==> src/rtl/seq_timer.sv <==
// Programmable down-counter for one sequencer output slot: prescaled ticks,
// one-shot or periodic expiry, sticky flags and a selectable readback byte.
module seq_timer #(
  parameter int PRESCALE = 4
) (
  input  logic        clock,
  input  logic        reset,
  input  logic [11:0] oreg,
  input  logic        oreg_wen,
  output logic [7:0]  ireg,
  output logic        expired
);

  typedef enum logic {IDLE = 1'b0, RUN = 1'b1} state_e;

  localparam logic [3:0] CMD_NOP   = 4'h0;
  localparam logic [3:0] CMD_LDL   = 4'h1;
  localparam logic [3:0] CMD_START = 4'h2;
  localparam logic [3:0] CMD_STOP  = 4'h3;
  localparam logic [3:0] CMD_CLR   = 4'h4;
  localparam logic [3:0] CMD_SEL   = 4'h5;

  localparam logic [7:0] PRESC_LAST = 8'(PRESCALE - 1);

  state_e      state_q, state_d;
  logic        periodic_q, periodic_d;
  logic [7:0]  cnt_q, cnt_d;
  logic [7:0]  reload_q, reload_d;
  logic [7:0]  presc_q, presc_d;
  logic        exp_q, exp_d;
  logic        err_q, err_d;
  logic [7:0]  ecnt_q, ecnt_d;
  logic [1:0]  sel_q, sel_d;
  logic [7:0]  ireg_q, ireg_d;
  logic        expired_q, expired_d;

  logic [3:0]  cmd;
  logic [7:0]  data;
  logic        is_run;
  logic        start_stop;
  logic        tick;

  assign cmd        = oreg[11:8];
  assign data       = oreg[7:0];
  assign is_run     = (state_q == RUN);
  assign start_stop = oreg_wen && ((cmd == CMD_START) || (cmd == CMD_STOP));
  // A START/STOP on the tick edge swallows the tick entirely.
  assign tick       = is_run && (presc_q == PRESC_LAST) && !start_stop;

  always_comb begin
    state_d    = state_q;
    periodic_d = periodic_q;
    cnt_d      = cnt_q;
    reload_d   = reload_q;
    presc_d    = presc_q;
    exp_d      = exp_q;
    err_d      = err_q;
    ecnt_d     = ecnt_q;
    sel_d      = sel_q;
    expired_d  = 1'b0;

    if (oreg_wen) begin
      case (cmd)
        CMD_NOP: ;
        CMD_LDL: reload_d = data;
        CMD_START: begin
          cnt_d      = reload_q;
          presc_d    = 8'd0;
          periodic_d = data[0];
          state_d    = RUN;
        end
        CMD_STOP: state_d = IDLE;
        CMD_CLR: begin
          exp_d  = 1'b0;
          err_d  = 1'b0;
          ecnt_d = 8'd0;
        end
        CMD_SEL: sel_d = data[1:0];
        default: err_d = 1'b1;
      endcase
    end

    // Counting runs after command decode so an expiry overrides a CLR and
    // a periodic reload sees a same-edge LDL.
    if (is_run && !start_stop) begin
      if (tick) begin
        presc_d = 8'd0;
        if (cnt_q != 8'd0) begin
          cnt_d = cnt_q - 8'd1;
        end else begin
          expired_d = 1'b1;
          exp_d     = 1'b1;
          ecnt_d    = ecnt_d + 8'd1;
          if (periodic_q) cnt_d = reload_d;
          else            state_d = IDLE;
        end
      end else begin
        presc_d = presc_q + 8'd1;
      end
    end

    case (sel_q)
      2'd0:    ireg_d = cnt_q;
      2'd1:    ireg_d = {is_run, periodic_q, 4'b0000, err_q, exp_q};
      2'd2:    ireg_d = reload_q;
      default: ireg_d = ecnt_q;
    endcase
  end

  always_ff @(posedge clock or negedge reset) begin
    if (!reset) begin
      state_q    <= IDLE;
      periodic_q <= 1'b0;
      cnt_q      <= 8'd0;
      reload_q   <= 8'd0;
      presc_q    <= 8'd0;
      exp_q      <= 1'b0;
      err_q      <= 1'b0;
      ecnt_q     <= 8'd0;
      sel_q      <= 2'd0;
      ireg_q     <= 8'd0;
      expired_q  <= 1'b0;
    end else begin
      state_q    <= state_d;
      periodic_q <= periodic_d;
      cnt_q      <= cnt_d;
      reload_q   <= reload_d;
      presc_q    <= presc_d;
      exp_q      <= exp_d;
      err_q      <= err_d;
      ecnt_q     <= ecnt_d;
      sel_q      <= sel_d;
      ireg_q     <= ireg_d;
      expired_q  <= expired_d;
    end
  end

  assign ireg    = ireg_q;
  assign expired = expired_q;

endmodule

==> config.mk <==
export PLATFORM = sky130hd
export DESIGN_NAME = seq_timer
export DESIGN_NICKNAME = d
export VERILOG_FILES = /design/src/rtl/seq_timer.sv
export SDC_FILE = /design/constraint.sdc
export NUM_CORES = 1
export LEC_CHECK = 0
export ABC_AREA = 0
export CAP_MARGIN = 15
export CORE_ASPECT_RATIO = 1.2
export CORE_MARGIN = 4
export CORE_UTILIZATION = 45
export DETAILED_ROUTE_END_ITERATION = 8
export DONT_BUFFER_PORTS = 1
export SETUP_SLACK_MARGIN = 0.05
export SYNTH_ARGS = -nofsm -noshare
export SYNTH_HDL_FRONTEND = slang
export SYNTH_SLANG_ARGS = --single-unit
==> constraint.sdc <==
create_clock -name clock -period 2.3 [get_ports clock]
set_clock_uncertainty 0.1 [all_clocks]
set_input_delay 0.46 -clock clock [delete_from_list [all_inputs] [get_ports clock]]
set_output_delay 0.46 -clock clock [all_outputs]
set_load 0.02 [all_outputs]
# After elaboration in Yosys (flattened, before gate mapping)
# Cells that the tools add are included.
[totals] regBits=47 inputBits=15 out_inout_bits=9
[classes] n_eq_ne=8 addsub=3 n_bitwise=1 reduce_logical=16 mux=33
[op_table] operator="8-bit two-way mux" n=17
[op_table] operator="8-bit case mux with 3 select lines" n=1
[op_table] operator="8-bit by 1-bit adder with 8-bit output, second input constant" n=2
[op_table] operator="1-bit two-way mux" n=13
[op_table] operator="4-bit by 2-bit == test with 1-bit output, second input constant" n=2
[op_table] operator="4-bit by 3-bit == test with 1-bit output, second input constant" n=2
[op_table] operator="8-bit by 2-bit == test with 1-bit output, second input constant" n=1
[op_table] operator="2-bit AND reduction" n=4
[op_table] operator="8-bit nonzero test" n=1
[op_table] operator="8-bit by 1-bit subtractor with 8-bit output, second input constant" n=1
[op_table] operator="5-bit OR reduction" n=1
[op_table] operator="4-bit by 1-bit == test with 1-bit output, second input constant" n=1
[op_table] operator="1-bit logical AND" n=4
[op_table] operator="4-bit logical NOT" n=1
[op_table] operator="1-bit case mux with 2 select lines" n=2
[op_table] operator="2-bit nonzero test" n=2
[op_table] operator="2-bit by 1-bit == test with 1-bit output, second input constant" n=1
[op_table] operator="2-bit == test, second input constant" n=1
[op_table] operator="2-bit logical NOT" n=1
[op_table] operator="1-bit logical NOT" n=1
[op_table] operator="1-bit logical OR" n=1
[op_table] operator="1-bit inverter" n=1

# Longest topological paths before layout
# Gate-level depths: netlist (run 1).
[depth] ltp_word=7 mapped_depth=8 ltp_nobuf=7

# Worst setup path before layout (run 1)
# Ideal clock, no wire load.
[synth_timing] kind="input port to flip-flop" start="in oreg[8]" end="reg ecnt_q[6]" path_buffers=1 setup_ns=0.077 cell_stages=8 slack_ns=0.313 t_arrival_ns=1.810 cell_sequence="inv_1 bufbuf_8 nand2_1 and2_1 ha_1 inv_1 or4_1 a21oi_1"
[synth_between] elab_chain_len=7 elab_cells_between_ends=14
[synth_lines] item="start, declared" line="8" source="input logic [11:0] oreg,"
[synth_lines] item="4-bit by 3-bit == test with 1-bit output or 4-bit by 2-bit == test with 1-bit output (tied branches)" line="63, 46"
[synth_lines] item="8-bit two-way mux or 1-bit logical OR (tied branches)" line="63, 46"
[synth_lines] item="8-bit two-way mux or 1-bit logical AND (tied branches)" line="62, 46"
[synth_lines] item="8-bit by 1-bit adder with 8-bit output or 1-bit logical NOT (tied branches)" line="93, 48, 85"
[synth_lines] item="8-bit two-way mux or 1-bit logical AND (tied branches)" line="88, 48"
[synth_lines] item="8-bit two-way mux" line="86" source="if (tick) begin"
[synth_lines] item="8-bit two-way mux (*)" line="85" source="if (is_run && !start_stop) begin"
[synth_lines] item="net ecnt_d[6]" line="32" source="logic [7:0] ecnt_q, ecnt_d;"
[synth_lines] item="end signal, assigned" line="131" source="ecnt_q <= ecnt_d;"
[synth_lines] item="end, declared" line="32"
# The timed path passes the listed nets; every way through them passes the cells marked *.
# A chain may end at the register's enable or synchronous reset.

# Final worst setup path (run 1)
[layout_timing] start="reg presc_q[0]" end="reg cnt_q[7]"
[layout_between] elab_chain_len=5
[layout_lines] item="start, declared" line="29" source="logic [7:0] presc_q, presc_d;"
[layout_lines] item="start signal, assigned" line="128" source="presc_q <= presc_d;"
[layout_lines] item="8-bit by 2-bit == test with 1-bit output" line="48" source="assign tick = is_run && (presc_q == PRESC_LAST) && !start_stop;"
[layout_lines] item="1-bit logical AND (2 in a row)" line="48"
[layout_lines] item="8-bit two-way mux" line="86"
[layout_lines] item="8-bit two-way mux" line="85"
[layout_lines] item="net cnt_d[7]" line="27" source="logic [7:0] cnt_q, cnt_d;"
[layout_lines] item="end signal, assigned" line="126" source="cnt_q <= cnt_d;"
[layout_lines] item="end, declared" line="27"
# The timed path passes the listed nets, and every way through them passes these cells.

==> results of run 1 <==
layout by cell type (no fill, tap or decap), drive strengths merged, types with 4 or more instances in the layout:
master | netlist | final
a21oi | 8 | 8
a221oi | 12 | 12
a22o | 4 | 4
a31oi | 5 | 5
and2 | 5 | 5
and3 | 9 | 9
buf | 4 | 15
clkbuf | 4 | 5
dfrtp | 47 | 47
ha | 4 | 4
inv | 13 | 13
mux2 | 9 | 9
mux2i | 10 | 10
mux4 | 4 | 4
nand2 | 13 | 13
nand3 | 12 | 12
nand4 | 6 | 6
nor2 | 11 | 11
nor3 | 4 | 4
o21ai | 5 | 5
o31ai | 6 | 6
or4 | 6 | 6
registers in the layout, summed over array words and instances, names as in the netlist:
name / flops
cnt_q: 8
ecnt_q: 8
err_q: 1
exp_q: 1
expired: 1
ireg: 8
is_run: 1
periodic_q: 1
presc_q: 8
reload_q: 8
sel_q: 2
stage by stage:
| stage | cell area [um^2] | worst slack [ns] | instances | util, % |
|---|---|---|---|---|
| global placement | 2760 | 0.188 | 322 | 48.7 |
| global route | 2960 | 0.0789 | 334 | 52.2 |
| detailed placement | 2760 | 0.134 | 322 | 48.7 |
| CTS | 2930 | 0.107 | 332 | 51.7 |
| floorplan | 2640 | 0.313 | 239 | - |
| finish | 2960 | 0.214 | 334 | 52.2 |
kinds of logic after synthesis:
kind of cell    Yosys count  synth area share, %
xor+xnor                  5                 1.66
compound gates           55                 15.6
mux                      23                 11.1
buf+inv                  22                 4.37
flops                    47                 44.6
simple gates             83                 20.8
fa+ha+maj                 4                 1.90
final timing paths:
kind                                   startpoint             endpoint  slack (ns)  depth (start not counted)
max                        presc_q[0]$_DFFE_PN0P_   cnt_q[7]$_DFF_PN0_        0.21                          5
min                                      oreg[11]    err_q$_DFFE_PN0P_        0.18                          1
max reg2reg                presc_q[0]$_DFFE_PN0P_   cnt_q[7]$_DFF_PN0_        0.21                          5
min reg2reg                       exp_q$_DFF_PN0_      exp_q$_DFF_PN0_        0.40                          1
max in group asynchronous                   reset    ireg[1]$_DFF_PN0_        1.32                          2
min in group asynchronous                   reset  ecnt_q[4]$_DFF_PN0_        0.58                          2
power by group:
| part | switching (mW) | total (mW) | internal, mW | leakage, nW |
|---|---|---|---|---|
| Combinational | 0.442 | 0.947 | 0.506 | 0.634 |
| Clock | 0.286 | 0.719 | 0.433 | 0.0644 |
| Sequential | 0.371 | 1.42 | 1.05 | 0.603 |
| Total | 1.10 | 3.09 | 1.99 | 1.30 |
Yosys cell counts, types with 3 or more instances:
| cell | number |
|---|---|
| nor2_1 | 11 |
| inv_1 | 13 |
| dfrtp_1 | 47 |
| mux4_2 | 4 |
| or4_1 | 6 |
| a221oi_1 | 12 |
| nand3_1 | 12 |
| mux2_2 | 9 |
| xor2_1 | 3 |
| a31oi_1 | 5 |
| o21ai_0 | 5 |
| nand2_1 | 13 |
| clkbuf_1 | 4 |
| a21oi_1 | 8 |
| mux2i_1 | 10 |
| a22o_1 | 4 |
| and3_1 | 9 |
| nand4_1 | 5 |
| and2_1 | 4 |
| ha_1 | 4 |
| o31ai_1 | 6 |
area by class of cell:
cell class	count	area [um^2]
Multi-Input combinational cell	170	1360
Clock buffer	5	68.8
Inverter	13	48.8
Timing Repair Buffer	16	143
Clock inverter	3	67.6
Sequential cell	47	1180
Tap cell	80	100
Fill cell	506	2710
repair_timing:
action / in CTS / in global routing
buffers inserted: 0 / 2
hold endpoints to repair: 47 / 0
endpoints found under the setup margin: 0 / 9
hold buffers: 2 / 0
gates resized for setup: 0 / 2
layer usage:
layer  share of wire [%]  vias to the layer above
li1                    -                      949
met3                 4.9                        9
met2                  52                       58
met1                  41                      976
met5                   0                        -
met4                 1.7                        0
==> summary.md, run 1 <==
| Metric | Value |
|---|---|
| WS Path Type | reg -> reg |
| Synthesized area per cell | 11.0 um^2 |
| Ys Warns | 0 |
| Initial core utilization | 46.5% |
| First-pass GRT wire length | 10100 um |
| TritonCTS Buffers | 5 |
| Grt met2 use | 31.2% |
| RePlAce Congestion | 0.850 |
| Synth cell types | 57 |
| Slowest-stage cell, CP | or4_1 |
| Peak supply drop | 0.000452 V |
| Cells after Synth | 239 |
| Layout area overhead | 12.3% |
| Clock-pin slew on the worst setup and hold paths | 0.09 ns |
| Initial antenna violation count | 0 |
| CTS Buffer Depth | 2 |
| Highest Clock Rate | 479 MHz |
| GR Util met1 | 22.4% |
| Gr ovfl total | 0 |
| Fin. max-slew vios | 0 |
| Layout cell share with drive strength beyond 1 | 20.5% |
| Full die area | 0.00715 mm^2 |
| Synthesized net count | 258 |
| Post-synthesis sequential area ratio | 44.6% |
| ANT nets after route | 0 |
| WL/cell | 18.5 um |
| Number of port buffers | 0 |
| Ys async rst share | 100% |
| CP top delay family | simple AND/OR/NAND/NOR gates |
| Worst-skew pair later-pin latency | 0.30 ns |
| # rows | 30 |
| Die W | 77.9 um |
| Critical Path, Cell by Cell | ha_2 -> nor4b_4 -> nand2_1 -> or4_1 -> o221a_2 |
| Synth area leader | dfrtp_1 |
| GR peak layer | met2 |
| Final HPWL DP | 4540 um |
| Core Box Area | 0.00567 mm^2 |
| Area share of the largest cell type after synthesis | 44.6% |
| Max Cap Viol | 0 |
| Period utilization | 90.7% |
| Routed vias/inst | 5.96 |
| Die Y | 91.8 um |
| Nets | 272 |
| Global Route met3 Usage | 4.03% |
| Tmin final | 2.09 ns |
| Drt first-iter violations | 159 |
| CP Capture Type | flip-flop |
| # DRC | 0 |
| Worst EP arrival | 2.17 ns |
| Ranking of synthesized cells by area | dfrtp_1 45%, a221oi_1 4.0%, mux2_2 3.8% |
| CTS root buf | clkbuf_8 |
| Final hold vios | 0 |
| H-tree Lvls | 2 |
| Netlist Area Pre-Place | 0.00264 mm^2 |
| Slew headroom | 60.9% |
| Status | completed |
| WP data required | 2.39 ns |
| Ant diodes | 0 |
| Vias in the first global route | 1993 |
| I/O Pins | 24 |
| Clock sink count | 47 |
| WHS | 0.180 ns |
| CP max stage delay | 0.50 ns |
| Crit Path Max Fanout | 5 |
| Setup_tns | 0 ns |
| Main synth FF type | dfrtp_1 |
| Hold Crit Class | in -> reg |
| Vias | 1992 |
| Final WL | 6200 um |
| WP buf/inv | 0 |
| Pre-Repair DR Iteration Count | 5 |
| Crit start category | flip-flop |
| Final setup violation count | 0 |
| Synth Register Bits | 47 |
| Pin count of the biggest net entering global routing | 48 |
| RSZ-0062 raised after global routing | false |
| TritonCTS clock tree | done |
| Worst Tran Pin Value | 0.585 ns |
| Pwr Total | 3.09 mW |
| GRT Total Usage | 18.2% |
| Number of synthesized flops with an enable pin | 0 |
| P_leak | 1.30 nW |
| Pwr/cell area | 1040 mW/mm^2 |
(Power assumes the default switching activity.)
==> run 2, diff against run 1 <==
--- a/config.mk
+++ b/config.mk
@@ -5,7 +5,7 @@
 export SDC_FILE = /design/constraint.sdc
 export NUM_CORES = 1
 export LEC_CHECK = 0
-export ABC_AREA = 0
+export ABC_AREA = 1
 export CAP_MARGIN = 15
 export CORE_ASPECT_RATIO = 1.2
 export CORE_MARGIN = 4
==> run 2 against run 1 <==
Net effect:
- first-iteration DRC count decreased by 28%
- flip-flop and latch count unchanged
- sequential share of layout area increased by 0.60 points
- critical path type unchanged
- critical endpoint unchanged
- largest cell class unchanged
==> summary.md, run 2 <==
| Metric | Value |
|---|---|
| Status | completed |
| Worst reg-to-reg path cell count | 8 (+3) |
| Main synth FF type | dfrtp_1 |
| CTS root buf | clkbuf_8 |
| Hold EP | reload_q[3]$_DFF_PN0_ |
| Cells after Synth | 354 (+48%) |
| # rows | 30 (unchanged) |
| Synth Register Bits | 47 (unchanged) |
| Hold path cells | 2 (+1) |
| Commonest non-fill, non-tap cell in the layout | nand2_1 |
| Top post-synthesis cells by count | 117 x nand2_1, 47 x dfrtp_1, 40 x inv_1 |
| Nets | 380 (+40%) |
| Synth area leader | dfrtp_1 |
| Critical R2R Launch | presc_q[0]$_DFFE_PN0P_ |
| Synthesized net count | 373 (+45%) |
| RSZ-0062 raised after global routing | false |
| GRT Total Usage | 18.9% (+0.70 points) |
| Final hold vios | 0 (unchanged) |
| WS Path Type | reg -> reg |
| Worst-skew pair later-pin latency | 0.31 ns (about the same) |
| Setup_tns | 0 ns (unchanged) |
| Vias in the first global route | 2227 (+12%) |
| Area share of the largest cell type after synthesis | 44.1% (-0.56 points) |
| Die Y | 92.4 um (+0.58%) |
| # DRC | 0 (unchanged) |
| Post-synthesis sequential area ratio | 44.1% (-0.56 points) |
| Die W | 78.3 um (+0.57%) |
| Vias | 2267 (+14%) |
| TritonCTS Buffers | 5 (unchanged) |
| Full die area | 0.00723 mm^2 (+1.2%) |
| Ant diodes | 0 (unchanged) |
| Worst Tran Pin Value | 0.533 ns (-0.0523 ns) |
| Pwr/cell area | 1020 mW/mm^2 (-2.1%) |
| Synthesized area per cell | 7.54 um^2 (-32%) |
| Slew headroom | 64.4% (+3.5 points) |
| Routed vias/inst | 5.13 (-14%) |
| Dpl cell area | 0.00277 mm^2 (+0.23%) |
| Fin. max-slew vios | 0 (unchanged) |
| Synth cell types | 31 (-46%) |
| Clock sink count | 47 (unchanged) |
| CTS Buffer Depth | 2 (unchanged) |
| Final Cell Area | 0.00292 mm^2 (-1.5%) |
| Final setup violation count | 0 (unchanged) |
| Pwr Total | 2.98 mW (-3.6%) |
| Pin count of the biggest net entering global routing | 48 (unchanged) |
| Peak supply drop | 0.000418 V (-7.5%) |
| Netlist Area Pre-Place | 0.00267 mm^2 (+1.3%) |
| Gr ovfl total | 0 (unchanged) |
| Reg2reg setup slack | 0.43 ns (+0.21 ns) |
| First-pass GRT wire length | 10800 um (+6.4%) |
| Period utilization | 81.5% (-9.2 points) |
| ANT nets after route | 0 (unchanged) |
| Number of port buffers | 0 (unchanged) |
| Max Cap Viol | 0 (unchanged) |
| Crit start category | flip-flop |
| Layout area overhead | 9.24% |
| Layout cell share with drive strength beyond 1 | 8.84% (-12 points) |
| Number of synthesized flops with an enable pin | 0 (unchanged) |
| Fill cell count | 575 (+14%) |
| Initial antenna violation count | 0 (unchanged) |
| Final core utilization | 51.1% (-1.1 points) |
| R2R Path End | cnt_q[7]$_DFF_PN0_ |
| Pre-Repair DR Iteration Count | 4 (-1) |
| WL/cell | 14.3 um (-23%) |
| Clock-pin slew on the worst setup and hold paths | 0.09 ns (about the same) |
| Initial core utilization | 46.8% (+0.29 points) |
| Tmin final | 1.87 ns (-0.212 ns) |
| Worst EP arrival | 1.98 ns (-0.19 ns) |
| Hold path start | oreg[3] |
| P_leak | 1.48 nW (+14%) |
| Drt first-iter violations | 115 (-28%) |
| I/O Pins | 24 (unchanged) |
| Final HPWL DP | 4720 um (+4.0%) |
| H-tree Lvls | 2 (unchanged) |
| Crit Path Max Fanout | 11 (+6) |
| Highest Clock Rate | 534 MHz (+11%) |
| RePlAce Congestion | 0.865 (+1.8%) |
| Post-CTS Setup Bufs | 0 (unchanged) |
| CP Capture Type | flip-flop |
| Cell with the most instances after synthesis | nand2_1 |
| Ys Warns | 0 (unchanged) |
| Most frequent cells in the layout | 117 x nand2_1, 47 x dfrtp_1, 40 x inv_1, 34 x nand3_1, 26 x nor2_1 |
| Setup WS post-layout | 0.427 ns (+0.212 ns) |
| WP data required | 2.41 ns (+0.02 ns) |
| TritonCTS clock tree | done |
| Placement Setup Slack | 0.411 ns (+0.277 ns) |
| Hold Crit Class | in -> reg |
| Final WL | 6310 um (+1.9%) |
| Ys async rst share | 100% (unchanged) |
| Core Box Area | 0.00571 mm^2 (+0.66%) |
| Ranking of synthesized cells by area | dfrtp_1 44%, nand2_1 16%, nand3_1 6.4% |
run 2: changes by cell type in the layout (fill, tap and decap cells not counted), moves of 10 or more:
| cell | before | now |
|---|---|---|
| o21ai_0 | 5 | 15 |
| nand2_1 | 13 | 117 |
| buf_4 | 14 | 4 |
| nor2_1 | 11 | 26 |
| a221oi_1 | 12 | 0 |
| inv_1 | 13 | 40 |
| mux2i_1 | 10 | 0 |
| nand3_1 | 12 | 34 |
run 2: critical path: stages (launching register included):
cell and delay [ns]:
dfrtp_1 0.40, ha_1 0.23, nand2_1 0.08, nor2_2 0.24, nand2_2 0.15, inv_1 0.31
nand2_1 0.10, nor2_1 0.11, nor2_1 0.05
run 2: logic make-up (layout without fill, tap and decap cells):
kind of cell | count (synthesis) | in the layout | share of synthesized area (%)
simple gates | 206 | 206 | 34.8
buf+inv | 49 | 57 | 7.31
flops | 47 | 47 | 44.1
compound gates | 39 | 39 | 9.00
xor+xnor | 9 | 9 | 2.95
fa+ha+maj | 4 | 4 | 1.88
run 2: worst max-delay path by stage:
stage	slack, ns	end	depth (start not counted)	startpoint
finish	0.43	cnt_q[7]$_DFF_PN0_	8	presc_q[0]$_DFFE_PN0P_
global route	0.24	cnt_q[6]$_DFF_PN0_	8	presc_q[0]$_DFFE_PN0P_
CTS	0.41	cnt_q[7]$_DFF_PN0_	8	presc_q[0]$_DFFE_PN0P_
detailed placement	0.41	cnt_q[0]$_DFF_PN0_	7	oreg[11]
global placement	0.42	cnt_q[0]$_DFF_PN0_	7	oreg[11]
floorplan	0.41	ecnt_q[6]$_DFF_PN0_	12	oreg[11]
run 2: repair_timing:
action	4_1_cts	5_1_grt
endpoints found under the hold margin	47	0
hold buffers	2	0
resized for setup	0	0
run 2: final cells by class:
| class | count | area [um^2] | share of cell area [%] |
|---|---|---|---|
| repair buffers | 6 | 67.6 | 2.32 |
| well taps | 80 | 100 | 3.43 |
| clock buffers | 5 | 68.8 | 2.36 |
| inverters | 43 | 161 | 5.54 |
| flip-flops and latches | 47 | 1180 | 40.3 |
| clock inverters | 3 | 43.8 | 1.50 |
| multi-input cells | 258 | 1300 | 44.5 |
run 2: per-layer routing:
metal  global-route usage [%]  routed length (um)  up-vias
li1                         -                   -     1155
met1                     23.9                2760     1056
met2                     32.9                3210       51
met3                     3.31                 264        5
met4                     5.54                  74        0
met5                        0                   0        -
run 2: power by group:
part	leakage, nW	internal (mW)	switching, mW
clock	0.0581	0.324	0.298
combinational	0.817	0.366	0.592
sequential	0.609	1.07	0.327
total	1.48	1.76	1.22
run 2: metrics by stage:
| stage | cells | hold slack, ns |
|---|---|---|
| CTS | 442 | 0.195 |
| finish | 442 | 0.199 |
| floorplan | 354 | 0.0644 |
| global placement | 432 | 0.0657 |
| detailed placement | 432 | 0.0657 |
| global route | 442 | 0.191 |
==> run 3, diff against run 2 <==
--- a/config.mk
+++ b/config.mk
@@ -5,7 +5,7 @@
 export SDC_FILE = /design/constraint.sdc
 export NUM_CORES = 1
 export LEC_CHECK = 0
-export ABC_AREA = 1
+export ABC_AREA = 0
 export CAP_MARGIN = 15
 export CORE_ASPECT_RATIO = 1.2
 export CORE_MARGIN = 4
==> constraint.sdc (replaced) <==
create_clock -name clock -period 1.86 [get_ports clock]
set_clock_uncertainty 0.1 [all_clocks]
set_input_delay 0.372 -clock clock [delete_from_list [all_inputs] [get_ports clock]]
set_output_delay 0.372 -clock clock [all_outputs]
set_load 0.02 [all_outputs]
==> run 3 against run 2 <==
Net effect:
- the run now ends with setup timing left
- sequential power is 19% higher
- sequential share of layout area is 8.2 points lower
- setup slack worse by 0.60 ns
- largest power group is now combinational logic
- highest routed layer unchanged
==> summary.md, run 3 (synthesis results as in run 1) <==
| Metric | Value |
|---|---|
| CP Capture Type | flip-flop |
| CP Depth | 6 (-2) |
| Fin. max-slew vios | 0 (unchanged) |
| Hold path cells | 1 (-1) |
| Die Y | 91.8 um (-0.58%) |
| Hold path start | oreg[11] |
| Dpl cell area | 0.00311 mm^2 (+13%) |
| RSZ-0062 raised after global routing | true |
| Clock-pin slew on the worst setup and hold paths | 0.09 ns (about the same) |
| Placement Setup Slack | -0.122 ns (-0.533 ns) |
| Pwr/cell area | 1240 mW/mm^2 (+22%) |
| Number of port buffers | 0 (unchanged) |
| Critical R2R Launch | cnt_q[1]$_DFF_PN0_ |
| TritonCTS Buffers | 5 (unchanged) |
| CTS root buf | clkbuf_8 |
| RePlAce Congestion | 0.822 (-5.0%) |
| Routed met3 length | 218 um (-17%) |
| Core Box Area | 0.00567 mm^2 (-0.66%) |
| Register area | 0.00118 mm^2 (unchanged) |
| Vias in the first global route | 2458 (+10%) |
| Drt first-iter violations | 125 (+8.7%) |
| Met2 wire length | 3880 um (+21%) |
| Commonest non-fill, non-tap cell in the layout | buf_4 |
| Worst reg-to-reg path cell count | 6 (-2) |
| Tmin final | 2.04 ns (+0.163 ns) |
| Pre-Repair DR Iteration Count | 4 (unchanged) |
| CTS Buffer Depth | 2 (unchanged) |
| Full die area | 0.00715 mm^2 (-1.1%) |
| Layout area overhead | 38.9% |
| M1 WL | 2950 um (+6.8%) |
| WP buf/inv | 1 (unchanged) |
| Initial antenna violation count | 0 (unchanged) |
| Highest Clock Rate | 491 MHz (-8.0%) |
| WL/cell | 18.8 um (+32%) |
| Worst Tran Pin Value | 0.651 ns (+0.118 ns) |
| TritonCTS clock tree | done |
| Max Cap Viol | 0 (unchanged) |
| CP max stage delay | 0.51 ns (+0.11 ns) |
| Reg2reg setup slack | -0.18 ns (-0.60 ns) |
| Clock sink count | 47 (unchanged) |
| H-tree Lvls | 2 (unchanged) |
| Peak supply drop | 0.000578 V (+38%) |
| Ant diodes | 0 (unchanged) |
| # rows | 30 (unchanged) |
| GRT Total Usage | 21.2% (+2.3 points) |
| Final core utilization | 64.6% (+13 points) |
| Pin count of the biggest net entering global routing | 48 (unchanged) |
| Period utilization | 109% (+28 points) |
| Hold Crit Class | in -> reg |
| Gr ovfl total | 0 (unchanged) |
| P_leak | 1.67 nW (+12%) |
| Highest Signal Layer | met4 |
| Multi-input gate area | 0.00162 mm^2 (+25%) |
| CP top delay family | simple AND/OR/NAND/NOR gates |
| Final setup violation count | 15 (+15) |
| Hold EP | err_q$_DFFE_PN0P_ |
| I/O Pins | 24 (unchanged) |
| Initial core utilization | 46.5% (-0.29 points) |
| Crit start category | flip-flop |
| Pwr Total | 4.54 mW (+53%) |
| ANT nets after route | 0 (unchanged) |
| WP data required | 1.95 ns (-0.46 ns) |
| Die W | 77.9 um (-0.57%) |
| Final WL | 7270 um (+15%) |
| Most frequent cells in the layout | 51 x buf_4, 47 x dfrtp_1, 14 x buf_6, 12 x nand2_1 |
| Setup WS post-layout | -0.177 ns (-0.603 ns) |
| Slowest-stage cell, CP | or4_4 |
| First-pass GRT wire length | 11900 um (+9.9%) |
| Vias | 2288 (+0.93%) |
| Slew headroom | 56.5% (-7.8 points) |
| Final hold vios | 0 (unchanged) |
| Fill cell count | 440 (-23%) |
| Layout cell share with drive strength beyond 1 | 45.0% (+36 points) |
| Routed vias/inst | 5.91 (+15%) |
| R2R Path End | cnt_q[7]$_DFF_PN0_ |
| Critical Path, Cell by Cell | inv_2 -> ha_4 -> nor4b_4 -> nand2_1 -> or4_4 -> o221a_4 |
| Setup_tns | -1.22 ns (-1.22 ns) |
| # DRC | 0 (unchanged) |
| Worst EP arrival | 2.13 ns (+0.15 ns) |
| Worst-skew pair later-pin latency | 0.30 ns (about the same) |
| WS Path Type | reg -> reg |
| Final Cell Area | 0.00366 mm^2 (+26%) |
| Failing checks | setup timing |
| Status | finished with violations |
| Final HPWL DP | 4920 um (+4.1%) |
| Crit Path Max Fanout | 4 (-7) |
| Nets | 325 (-14%) |
-- run 3: cell types whose count changed in the layout (fill, tap and decap cells not counted), sizes merged, moves of 12 or more --
| cell | change |
|---|---|
| buf | +62 |
| nand3 | -23 |
| nor2 | -23 |
| inv | -30 |
| a221oi | +12 |
| o21ai | -13 |
| nand2 | -107 |
-- run 3: how the worst max path moves through the flow --
| stage | start | end | slack (ns) |
|---|---|---|---|
| floorplan | presc_q[0]$_DFFE_PN0P_ | cnt_q[7]$_DFF_PN0_ | -0.06 |
| global placement | presc_q[1]$_DFFE_PN0P_ | cnt_q[0]$_DFF_PN0_ | -0.07 |
| detailed placement | cnt_q[1]$_DFF_PN0_ | ecnt_q[4]$_DFF_PN0_ | -0.12 |
| CTS | cnt_q[0]$_DFF_PN0_ | ecnt_q[4]$_DFF_PN0_ | -0.12 |
| global route | cnt_q[1]$_DFF_PN0_ | cnt_q[7]$_DFF_PN0_ | -0.26 |
| finish | cnt_q[1]$_DFF_PN0_ | cnt_q[7]$_DFF_PN0_ | -0.18 |
-- run 3: area by class of cell --
type | count | area share (%)
multi-input cells | 171 | 44.2
flip-flops and latches | 47 | 32.1
repair buffers | 68 | 16.3
well taps | 80 | 2.74
clock buffers | 6 | 2.26
inverters | 13 | 1.33
clock inverters | 2 | 0.957
-- run 3: power breakdown --
part / switching [mW] / internal [mW] / total, mW
sequential: 0.356 / 1.30 / 1.65
clock: 0.346 / 0.435 / 0.782
combinational: 0.947 / 1.16 / 2.11
total: 1.65 / 2.90 / 4.54
-- run 3: what timing repair did --
item	4_1_cts	5_1_grt
hold buffers	2	0
gates cloned	1	0
endpoints found under the setup margin	15	21
resized for setup	30	28
hold endpoints to repair	47	0
pin swaps	15	18
buffers inserted	7	5
-- run 3: stage by stage --
| step | std cells | hold WS (ns) |
|---|---|---|
| 2_1_floorplan | 239 | -0.0236 |
| 3_3_place_gp | 365 | -0.0216 |
| 3_5_place_dp | 365 | -0.0222 |
| 4_1_cts | 383 | 0.0946 |
| 5_1_grt | 387 | 0.0879 |
| 6_report | 387 | 0.0987 |
-- run 3: layer usage --
metal	vias up	global-route usage, %
li1	1066	-
met2	37	37.6
met1	1167	24.0
met4	0	10.1
met3	18	4.22
met5	-	0
